===== config.mk =====
export PLATFORM = sky130hd
export DESIGN_NAME = vga_sync_gen
export DESIGN_NICKNAME = d
export VERILOG_FILES = /design/src/rtl/vga_timing_pkg.sv /design/src/rtl/pixel_tick_gen.sv /design/src/rtl/vga_sync_gen.sv
export SDC_FILE = /design/constraint.sdc
export NUM_CORES = 1
export LEC_CHECK = 0
export BUFFER_PORTS_ARGS = -buffer_cell sky130_fd_sc_hd__buf_2
export CAP_MARGIN = 40
export CORE_ASPECT_RATIO = 0.8
export CORE_MARGIN = 2
export CORE_UTILIZATION = 25
export DETAILED_ROUTE_END_ITERATION = 8
export PLACE_DENSITY_LB_ADDON = 0.12
export SLEW_MARGIN = 0
export SYNTH_ARGS = -nofsm -noshare
export SYNTH_HDL_FRONTEND = slang
export SYNTH_SLANG_ARGS = --single-unit

===== constraint.sdc =====
create_clock -name clk -period 6.1 [get_ports clk]
set_input_delay 1.22 -clock clk [delete_from_list [all_inputs] [get_ports clk]]
set_output_delay 1.22 -clock clk [all_outputs]
set_load 0.02 [all_outputs]

===== src/rtl/vga_timing_pkg.sv =====
// Shared VGA 640x480@60 timing constants and colour width.
// Defaults for the generator; the top module may override each of them.
package vga_timing_pkg;

  localparam int unsigned COLOR_W = 8;
  localparam int unsigned CNT_W   = 10;

  localparam int unsigned CLK_DIV  = 4;
  localparam int unsigned H_ACTIVE = 640;
  localparam int unsigned H_FP     = 16;
  localparam int unsigned H_SYNC   = 96;
  localparam int unsigned H_BP     = 48;
  localparam int unsigned V_ACTIVE = 480;
  localparam int unsigned V_FP     = 10;
  localparam int unsigned V_SYNC   = 2;
  localparam int unsigned V_BP     = 33;

  localparam int unsigned H_TOTAL      = H_ACTIVE + H_FP + H_SYNC + H_BP;
  localparam int unsigned V_TOTAL      = V_ACTIVE + V_FP + V_SYNC + V_BP;
  localparam int unsigned H_SYNC_START = H_ACTIVE + H_FP;
  localparam int unsigned H_SYNC_END   = H_ACTIVE + H_FP + H_SYNC;
  localparam int unsigned V_SYNC_START = V_ACTIVE + V_FP;
  localparam int unsigned V_SYNC_END   = V_ACTIVE + V_FP + V_SYNC;

  // Half-open range test [lo, hi) on a counter value.
  function automatic logic in_range(input logic [CNT_W-1:0] val,
                                    input logic [CNT_W-1:0] lo,
                                    input logic [CNT_W-1:0] hi);
    return (val >= lo) && (val < hi);
  endfunction

endpackage


===== src/rtl/pixel_tick_gen.sv =====
// Divides the system clock into a one-clock pixel enable every CLK_DIV clocks.
// First tick arrives CLK_DIV clocks after reset release.
module pixel_tick_gen #(
  parameter int unsigned CLK_DIV = 4
) (
  input  logic i_clk,
  input  logic i_rst,
  output logic o_p_tick
);

  generate
    if (CLK_DIV <= 1) begin : g_bypass
      logic w_unused;
      assign w_unused = i_clk ^ i_rst;
      assign o_p_tick = 1'b1;
    end else begin : g_div
      localparam int unsigned     CntW    = $clog2(CLK_DIV);
      localparam logic [CntW-1:0] LastCnt = CntW'(CLK_DIV - 1);

      logic [CntW-1:0] r_tick_cnt;

      always_ff @(posedge i_clk or posedge i_rst) begin
        if (i_rst) begin
          r_tick_cnt <= '0;
        end else if (r_tick_cnt == LastCnt) begin
          r_tick_cnt <= '0;
        end else begin
          r_tick_cnt <= r_tick_cnt + 1'b1;
        end
      end

      assign o_p_tick = (r_tick_cnt == LastCnt);
    end
  endgenerate

endmodule


===== src/rtl/vga_sync_gen.sv =====
// Free-running VGA timing generator: pixel counters, coordinate publication and a
// registered, blanked RGB/sync output stage with one pixel of latency.
module vga_sync_gen
  import vga_timing_pkg::*;
#(
  parameter int unsigned CLK_DIV  = vga_timing_pkg::CLK_DIV,
  parameter int unsigned H_ACTIVE = vga_timing_pkg::H_ACTIVE,
  parameter int unsigned H_FP     = vga_timing_pkg::H_FP,
  parameter int unsigned H_SYNC   = vga_timing_pkg::H_SYNC,
  parameter int unsigned H_BP     = vga_timing_pkg::H_BP,
  parameter int unsigned V_ACTIVE = vga_timing_pkg::V_ACTIVE,
  parameter int unsigned V_FP     = vga_timing_pkg::V_FP,
  parameter int unsigned V_SYNC   = vga_timing_pkg::V_SYNC,
  parameter int unsigned V_BP     = vga_timing_pkg::V_BP
) (
  input  logic               clk,
  input  logic               reset,
  input  logic [COLOR_W-1:0] color_in,
  output logic               p_tick,
  output logic [CNT_W-1:0]   x,
  output logic [CNT_W-1:0]   y,
  output logic               video_on,
  output logic               frame_end,
  output logic               hsync,
  output logic               vsync,
  output logic [COLOR_W-1:0] rgb
);

  localparam int unsigned HTotal = H_ACTIVE + H_FP + H_SYNC + H_BP;
  localparam int unsigned VTotal = V_ACTIVE + V_FP + V_SYNC + V_BP;

  localparam logic [CNT_W-1:0] HLast       = CNT_W'(HTotal - 1);
  localparam logic [CNT_W-1:0] VLast       = CNT_W'(VTotal - 1);
  localparam logic [CNT_W-1:0] HActive     = CNT_W'(H_ACTIVE);
  localparam logic [CNT_W-1:0] VActive     = CNT_W'(V_ACTIVE);
  localparam logic [CNT_W-1:0] HSyncStart  = CNT_W'(H_ACTIVE + H_FP);
  localparam logic [CNT_W-1:0] HSyncEnd    = CNT_W'(H_ACTIVE + H_FP + H_SYNC);
  localparam logic [CNT_W-1:0] VSyncStart  = CNT_W'(V_ACTIVE + V_FP);
  localparam logic [CNT_W-1:0] VSyncEnd    = CNT_W'(V_ACTIVE + V_FP + V_SYNC);

  logic               w_p_tick;
  logic               w_h_last;
  logic               w_v_last;
  logic               w_video_on;
  logic               w_hsync_act;
  logic               w_vsync_act;

  logic [CNT_W-1:0]   r_h_count;
  logic [CNT_W-1:0]   r_v_count;
  logic [COLOR_W-1:0] r_rgb;
  logic               r_hsync;
  logic               r_vsync;

  pixel_tick_gen #(
    .CLK_DIV (CLK_DIV)
  ) u_pixel_tick_gen (
    .i_clk    (clk),
    .i_rst    (reset),
    .o_p_tick (w_p_tick)
  );

  assign w_h_last    = (r_h_count == HLast);
  assign w_v_last    = (r_v_count == VLast);
  assign w_video_on  = (r_h_count < HActive) && (r_v_count < VActive);
  assign w_hsync_act = in_range(r_h_count, HSyncStart, HSyncEnd);
  assign w_vsync_act = in_range(r_v_count, VSyncStart, VSyncEnd);

  // Horizontal and vertical wraps coincide on the last tick of the frame.
  always_ff @(posedge clk or posedge reset) begin
    if (reset) begin
      r_h_count <= '0;
      r_v_count <= '0;
    end else if (w_p_tick) begin
      if (w_h_last) begin
        r_h_count <= '0;
        r_v_count <= w_v_last ? '0 : r_v_count + 1'b1;
      end else begin
        r_h_count <= r_h_count + 1'b1;
      end
    end
  end

  // One pixel of latency keeps colour and sync aligned at the pins.
  always_ff @(posedge clk or posedge reset) begin
    if (reset) begin
      r_rgb   <= '0;
      r_hsync <= 1'b1;
      r_vsync <= 1'b1;
    end else if (w_p_tick) begin
      r_rgb   <= w_video_on ? color_in : '0;
      r_hsync <= ~w_hsync_act;
      r_vsync <= ~w_vsync_act;
    end
  end

  assign p_tick    = w_p_tick;
  assign x         = r_h_count;
  assign y         = r_v_count;
  assign video_on  = w_video_on;
  assign frame_end = w_p_tick && w_h_last && w_v_last;
  assign hsync     = r_hsync;
  assign vsync     = r_vsync;
  assign rgb       = r_rgb;

endmodule


==> results of run 1 <==
## critical path: cells and delay by family (launching register included)
family | cells | cell delay (ps)
buffers and inverters | 1 | 240
adder cells (fa/ha/maj) | 1 | 290
flip-flops | 1 | 460
AND/OR/NAND/NOR | 3 | 1140
## power groups by stage
stage | sequential (W) | clock, W | combinational (W)
2_1_floorplan | 0.000224 | 0 | 0.00000553
3_3_place_gp | 0.000220 | 0 | 0.0000169
3_5_place_dp | 0.000220 | 0 | 0.0000170
4_1_cts | 0.000216 | 0.000212 | 0.0000171
5_1_grt | 0.000216 | 0.000221 | 0.0000186
6_report | 0.000216 | 0.000202 | 0.0000164
## layout make-up
class                   instances  area (um2)
fillers                       621        3951
flip-flops and latches         32       803.3
multi-input cells             106       658.1
repair buffers                 45       230.2
well taps                      81       101.3
clock buffers                   5       68.82
inverters                      15       56.30
clock inverters                 3       42.54
## synth_stat cells, types with 2 or more instances
cell and n:
dfstp_2 2, xor2_1 4, nor3_1 4, dfrtp_1 30, nor2_1 11, and3_1 2, nor4_1 6, nand4_1 10
or2_2 2, ha_1 5, nand2_1 14, inv_1 15, clkbuf_1 2, xnor2_1 10, o21ai_0 6, nand3_1 9
a21oi_1 3, or3_1 4, o22ai_1 8
## flip-flops by register name (all words and copies together) (netlist names)
register	cells
hsync	1
u_pixel_tick_gen.g_div.r_tick_cnt	2
rgb	8
vsync	1
x	10
y	10
## kinds of logic (layout without fill, tap and decap cells)
kind of cell             Yosys count  in the layout  synth area share (%)
flip-flops                        32             32                 52.37
multiplexers                       1              1                0.6526
AO/OA/AOI/OAI                     18             18                 6.689
adder cells (fa/ha/maj)            5              5                 4.078
XOR/XNOR                          14             14                 7.993
AND/OR/NAND/NOR                   68             68                 23.49
buffers and inverters             19             68                 4.730
## path summary, 6_finish.rpt
path	start	slack (ps)	cells past startpoint	endpoint
worst max-delay path	x[0]$_DFFE_PP0P_	2460	5	frame_end
worst max register to register	x[0]$_DFFE_PP0P_	3810	5	y[9]$_DFFE_PP0P_
worst min register to register	u_pixel_tick_gen.g_div.r_tick_cnt[0]$_DFF_PP0_	430	1	u_pixel_tick_gen.g_div.r_tick_cnt[0]$_DFF_PP0_
worst min-delay path	u_pixel_tick_gen.g_div.r_tick_cnt[0]$_DFF_PP0_	430	1	u_pixel_tick_gen.g_div.r_tick_cnt[0]$_DFF_PP0_
max in group asynchronous	reset	4750	3	hsync$_DFFE_PP1P_
min in group asynchronous	reset	1010	3	rgb[1]$_DFFE_PP0P_
## cell usage in the layout, fill, tap and decap left out, types with 3 or more instances in the layout
cell      instances
nand3_1           9
or3_1             4
inv_1            15
nor3_1            4
xor2_1            4
nor4_1            6
a21oi_1           3
buf_2            43
xnor2_1          10
ha_1              5
clkbuf_8          5
o22ai_1           8
nor2_1           11
nand2_1          14
dfrtp_1          30
o21ai_0           6
nand4_1          10
## stage by stage
| stage | util, % | instances |
|---|---|---|
| floorplan | - | 157 |
| global placement | 31.20 | 278 |
| detailed placement | 31.28 | 279 |
| CTS | 33.16 | 287 |
| global route | 33.16 | 287 |
| finish | 33.16 | 287 |
## routing by layer
metal  share of wire [%]  wire [um]  GRT usage [%]  vias up
li1                    -          -              -      646
met1                  52       1939          16.27      599
met2                  40       1511          16.91       31
met3                 6.5        246          4.154        6
met4                 1.7         64          5.556        0
met5                   0          0              0        -
==> reports/metrics.yaml, run 1 <==
outcome:
  outcome: "completed"
global_routing:
  antenna_found_initial: 0
  grt.overflow.total: 0
  grt_pass1_wl_um: 6189
  grt_max_degree: 33
  grt_usage_pct: 11.89
  first_global_vias: 1234
die:
  start_util_pct: 25.95
  ios: 43
  die_h_um: 74.06
  die_area_mm2: 0.006782
  die_x_um: 91.58
  core_area_mm2: 0.005912
  row_count: 25
clocking:
  post-cts-setup-buffer-count: 0
  cts_tree: "done"
  cts_sinks: 32
  path_clk_slew_ps: 70
  ctsLongestPathBuffers: 2
  ctsResizeCount: 0
  cts_hold_buf: 0
  cts-root-buf: "clkbuf_8"
  htree_num_levels: 2
  clock_latency_ps: 290
  cts_buffers: 5
worst_setup_path:
  slowest_delay_ps: 490
  cp_slowest_cell: "or3_1"
  worst-endpoint-arrival_ps: 2420
  crit_chain: "ha_1 > nand4_1 > or3_1 > nor2_1 > buf_2"
  cp-start-kind: "register"
  crit_required_ps: 4880
  endpoint_kind: "primary output"
  path_max_fanout: 9
  critical_path_class: "register to primary output"
sta:
  setup_tns_ps: 0
  setup_viol: 0
  slew_violations: 0
  slew_headroom_pct: 66.40
  worstMarginPinSlew_ps: 500.1
  min_period_ps: 3641
  setup_ws_ps: 2459
  grt_setup_unrepaired: "false"
  post-route-period-util_pct: 59.69
  hold_ws_ps: 429.0
  skew_ps: 7.340
  fmax_mhz: 274.6
  finalHoldViolations: 0
yosys:
  synthDistinctLibCells: 29
  ys.flop_type: "dfrtp_1"
  synth_cells: 157
  synth_top_cell_area_share_pct: 48.94
  synth_area_leader_cell: "dfrtp_1"
  syn_nets: 172
  synth-seq-cells: 32
  syn_area_mm2: 0.001534
  avgSynthCellArea_um2: 9.771
  synth-edff-count: 0
  yosys-top-cells-area: "dfrtp_1 49%, xnor2_1 5.7%, ha_1 4.1%"
  ys_warn_count: 0
  ys_seq_area_share_pct: 52.37
  async_flop_share_pct: 100.0
final_layout:
  syn2layout_area_growth_pct: 27.81
  antenna_cells: 0
  design_area_mm2: 0.001961
  drive_gt1_share_pct: 28.64
  final_nets: 220
detailed_routing:
  via_per_inst: 4.467
  route.vias.total: 1282
  drt_pass1_iterations: 4
  routed_wl_um: 3762
  drtIter0Drc: 69
  drc_errors: 0
  drtAntennaViolNets: 0
  wl_per_cell_um: 13.11
power_and_ir_drop:
  leakagePower_nw: 0.9150
  power_switching_w: 0.00009336
  p_per_area_mw_per_mm2: 221.8
  p_seq_share_pct: 49.7
  intPower_w: 0.0003414
  p_clk_share_pct: 46.5
  p_total_w: 0.0004348
  p_sw_share_pct: 21.47
  p_comb_share_pct: 3.8
  peakVddDrop_v: 0.00007096
placement:
  hpwlAfterDp_um: 2734
  port-buffer-count: 42
  placed_cell_area_mm2: 0.001849
  pre_cts_ws_ps: 2787
  gp_congestion: 0.7387
job:
  drv_cap: 0
worst_hold_path:
  min_path_type: "register to register"
No activity file was read; power rests on OpenSTA's default activity.
==> inputs of run 2 (changes only) <==
==> constraint.sdc (replaced) <==
create_clock -name clk -period 3.6 [get_ports clk]
set_input_delay 0.72 -clock clk [delete_from_list [all_inputs] [get_ports clk]]
set_output_delay 0.72 -clock clk [all_outputs]
set_load 0.02 [all_outputs]
==> run 2 against run 1 <==
Effect of this change:
- sequential power grew 69%
- first-iteration DRC count is 1.4% higher
- die area did not move
- clock-buffer cell count grew 1
- final area fell by 0.19%
- total power rose by 68%
- utilization down 0.063 points
- sequential share of layout area increased by 0.079 points
==> reports/metrics.yaml, run 2 (synthesized netlist as in run 1, its figures left out) <==
outcome:
  outcome: "completed"
placement:
  hpwlAfterDp_um: 2678
  placed_cell_area_mm2: 0.001849
  pre_cts_ws_ps: 775.9
  gp_congestion: 0.7402
  port-buffer-count: 42
sta:
  slew_violations: 0
  worstMarginPinSlew_ps: 426.3
  setup_tns_ps: 0
  finalHoldViolations: 0
  grt_setup_unrepaired: "false"
  skew_ps: 8.504
  min_period_ps: 3158
  setup_viol: 0
  slew_headroom_pct: 71.58
  post-route-period-util_pct: 87.73
  setup_ws_ps: 441.8
  fmax_mhz: 316.6
worst_hold_path:
  min_path_type: "register to register"
  hold_start: "u_pixel_tick_gen.g_div.r_tick_cnt[0]$_DFF_PP0_"
global_routing:
  grt.overflow.total: 0
  grt_usage_pct: 11.93
  antenna_found_initial: 0
  first_global_vias: 1241
  grt_pass1_wl_um: 6279
  grt_max_degree: 33
job:
  drv_cap: 0
die:
  die_h_um: 74.06
  ios: 43
  start_util_pct: 25.95
  row_count: 25
  die_x_um: 91.58
  core_area_mm2: 0.005912
  die_area_mm2: 0.006782
worst_setup_path:
  crit_required_ps: 2880
  path_max_fanout: 9
  cp-startpoint: "x[0]$_DFFE_PP0P_"
  worst-endpoint-arrival_ps: 2440
  regToRegStartpoint: "x[0]$_DFFE_PP0P_"
  cp-start-kind: "register"
  critical_path_class: "register to primary output"
  endpoint_kind: "primary output"
clocking:
  cts_tree: "done"
  post-cts-setup-buffer-count: 0
  clock_latency_ps: 280
  cts_buffers: 5
  cts-root-buf: "clkbuf_8"
  cts_hold_buf: 0
  cts_sinks: 32
  path_clk_slew_ps: 70
  ctsLongestPathBuffers: 2
  htree_num_levels: 2
  ctsResizeCount: 0
detailed_routing:
  wl_per_cell_um: 13.17
  via_per_inst: 4.460
  drtIter0Drc: 70
  route.vias.total: 1280
  drt_pass1_iterations: 4
  drtAntennaViolNets: 0
  routed_wl_um: 3780
  drc_errors: 0
final_layout:
  final_common_cell: "buf_2"
  design_area_mm2: 0.001957
  fillCellCount: 629
  final_nets: 220
  drive_gt1_share_pct: 28.16
  mostFrequentLayoutCells: "43 x buf_2, 30 x dfrtp_1, 15 x inv_1"
  antenna_cells: 0
  syn2layout_area_growth_pct: 27.57
power_and_ir_drop:
  leakagePower_nw: 0.9160
  peakVddDrop_v: 0.0001186
  p_per_area_mw_per_mm2: 372.4
[run 2: changes by cell type in the layout (fill, tap and decap cells not counted)]
| cell | previous run | this run |
|---|---|---|
| clkbuf_1 | 0 | 1 |
| clkinvlp_4 | 1 | 0 |
[run 2: path summary, 6_finish.rpt]
check	endpoint	slack, ps	cells after the start
setup reg to reg	y[9]$_DFFE_PP0P_	1270	5
hold reg to reg	u_pixel_tick_gen.g_div.r_tick_cnt[0]$_DFF_PP0_	430	1
hold / removal	u_pixel_tick_gen.g_div.r_tick_cnt[0]$_DFF_PP0_	430	1
min in group asynchronous	y[7]$_DFFE_PP0P_	520	3
setup / recovery	frame_end	440	5
max in group asynchronous	hsync$_DFFE_PP1P_	2740	3
[run 2: per-stage QoR]
stage	hold WS (ps)	utilization [%]	std cells	power, W
4_1_cts	431.4	33.10	287	0.0007436
5_1_grt	478.5	33.10	287	0.0007608
2_1_floorplan	403.1	-	157	0.0003883
3_5_place_dp	421.6	31.28	279	0.0004019
3_3_place_gp	413.2	31.20	278	0.0004019
6_report	429.7	33.10	287	0.0007287
[run 2: power breakdown]
group          total [W]  internal, W  switching, W
Clock           0.000334     0.000205      0.000129
Sequential      0.000366     0.000364    0.00000214
Combinational  0.0000279   0.00000976     0.0000181
Total           0.000729     0.000579      0.000149
[run 2: layout make-up]
| cell class | count | area, um2 | share of cell area, % |
|---|---|---|---|
| clock inverters | 2 | 35.03 | 1.790 |
| multi-input cells | 106 | 658.1 | 33.63 |
| well taps | 81 | 101.3 | 5.179 |
| flip-flops and latches | 32 | 803.3 | 41.05 |
| inverters | 15 | 56.30 | 2.877 |
| clock buffers | 6 | 72.57 | 3.708 |
| repair buffers | 45 | 230.2 | 11.76 |
[run 2: metal layers]
metal	GRT usage (%)	vias to the layer above	routed length, um
li1	-	639	-
met1	17.42	605	1966
met2	16.67	31	1592
met3	3.445	5	179
met4	4.545	0	42
met5	0	-	0
[run 2: critical path: stages (launching register included)]
cell,delay (ps)
dfrtp_1,470
ha_1,290
nand4_1,350
or3_1,500
nor2_1,310
buf_2,240
==> inputs of run 3 (changes only) <==
==> constraint.sdc (replaced) <==
create_clock -name clk -period 4 [get_ports clk]
set_input_delay 0.8 -clock clk [delete_from_list [all_inputs] [get_ports clk]]
set_output_delay 0.8 -clock clk [all_outputs]
set_load 0.02 [all_outputs]
==> run 3 against run 2 <==
Effect of this change:
- cell count up 0.35%
- register-to-register slack better by 440 ps
- non-clock buffer count up 1
- sequential power down 9.8%
- final area unchanged
- critical endpoint unchanged
- largest cell class unchanged
- largest power group unchanged
- highest routed layer unchanged
==> reports/metrics.yaml, run 3 (synthesized netlist as in run 1, its figures left out) <==
sta:
  setup_ws_ps: 793.9
  finalHoldViolations: 0
  skew_ps: 6.371
  worstMarginPinSlew_ps: 465.6
  slew_violations: 0
  grt_setup_unrepaired: "false"
  slew_headroom_pct: 68.93
  min_period_ps: 3206
  post-route-period-util_pct: 80.15
  fmax_mhz: 311.9
  setup_tns_ps: 0
  setup_viol: 0
clocking:
  ctsResizeCount: 0
  cts-root-buf: "clkbuf_8"
  clock_latency_ps: 280
  htree_num_levels: 2
  cts_tree: "done"
  path_clk_slew_ps: 60
  post-cts-setup-buffer-count: 0
  cts_buffers: 5
  ctsLongestPathBuffers: 2
  cts_sinks: 32
  cts_hold_buf: 0
detailed_routing:
  routed_wl_um: 3830
  drtIter0Drc: 62
  drt_pass1_iterations: 4
  route.vias.total: 1274
  drc_errors: 0
  drtAntennaViolNets: 0
  wl_per_cell_um: 13.30
  via_per_inst: 4.424
outcome:
  outcome: "completed"
worst_setup_path:
  cp-startpoint: "x[0]$_DFFE_PP0P_"
  path_max_fanout: 9
  worst-endpoint-arrival_ps: 2410
  rrSetupSlack_ps: 1710
  cp-start-kind: "register"
  crit_required_ps: 3200
  r2r_cells: 5
  endpoint_kind: "primary output"
  regToRegStartpoint: "x[0]$_DFFE_PP0P_"
  critical_path_class: "register to primary output"
  worstReg2RegEnd: "y[9]$_DFFE_PP0P_"
die:
  row_count: 25
  core_area_mm2: 0.005912
  die_x_um: 91.58
  die_h_um: 74.06
  ios: 43
  die_area_mm2: 0.006782
  start_util_pct: 25.95
global_routing:
  grt.overflow.total: 0
  grt_usage_pct: 12.25
  first_global_vias: 1226
  grt_pass1_wl_um: 6341
  grt_max_degree: 31
  antenna_found_initial: 0
worst_hold_path:
  min_path_type: "register to register"
  min_to: "u_pixel_tick_gen.g_div.r_tick_cnt[0]$_DFF_PP0_"
  hold_start: "u_pixel_tick_gen.g_div.r_tick_cnt[0]$_DFF_PP0_"
  worstHoldPathCells: 1
placement:
  hpwlAfterDp_um: 2841
  port-buffer-count: 42
  pre_cts_ws_ps: 1098
  gp_congestion: 0.7613
power_and_ir_drop:
  leakagePower_nw: 0.9192
  p_per_area_mw_per_mm2: 313.2
  peakVddDrop_v: 0.0001070
job:
  drv_cap: 0
final_layout:
  drive_gt1_share_pct: 28.99
  final_nets: 221
  final_common_cell: "buf_2"
  mostFrequentLayoutCells: "43 x buf_2, 30 x dfrtp_1, 15 x inv_1"
  antenna_cells: 0
  syn2layout_area_growth_pct: 27.57
==> run 3: cell types whose count changed in the layout (fill, tap and decap cells not counted) <==
cell	delta
buf_8	+1
bufinv_16	-1
clkbuf_1	-1
clkbuf_8	+1
clkinv_2	+1
==> run 3: final cells by class <==
cell class / count / area [um2]
fillers: 646 / 3955
inverters: 15 / 56.30
clock inverters: 2 / 10.01
multi-input cells: 106 / 658.1
flip-flops and latches: 32 / 803.3
repair buffers: 46 / 245.2
well taps: 81 / 101.3
clock buffers: 6 / 82.58
==> run 3: stage by stage <==
stage | total power, W | utilization [%] | instances | area, um2 | hold slack, ps
after floorplan | 0.0003495 | - | 157 | 1534 | 403.1
after global placement | 0.0003617 | 31.20 | 278 | 1844 | 413.9
after detailed placement | 0.0003636 | 31.53 | 280 | 1864 | 427.3
after CTS | 0.0006239 | 33.10 | 288 | 1957 | 437.3
after global routing | 0.0006452 | 33.10 | 288 | 1957 | 453.7
final | 0.0006129 | 33.10 | 288 | 1957 | 433.0
==> run 3: routing by layer <==
layer / track usage (%) / up-vias / part of all wire [%]
met1: 17.69 / 594 / 53
met5: 0 / - / 0
met4: 5.051 / 0 / 1.4
met3: 3.951 / 5 / 5.4
li1: - / 645 / -
met2: 16.83 / 30 / 40
==> run 3: report_power, final <==
group          total (W)  internal [W]  leakage [nW]  switching, W
sequential      0.000330      0.000328         0.407    0.00000198
combinational  0.0000267     0.0000101         0.461     0.0000166
clock           0.000256      0.000137        0.0510      0.000119
==> run 3: worst max-delay path by stage <==
stage                      endpoint  slack, ps  cells past startpoint
after floorplan           frame_end       1180                      5
after global placement    frame_end       1170                      5
after detailed placement  frame_end       1100                      5
after CTS                 frame_end        810                      5
after global routing      frame_end        620                      5
final                     frame_end        790                      5
==> run 3: critical path, cell delays in order (launching register included) <==
cell and delay, ps:
dfrtp_1 450, ha_1 290, nand4_1 350, or3_1 500
nor2_1 300, buf_2 230
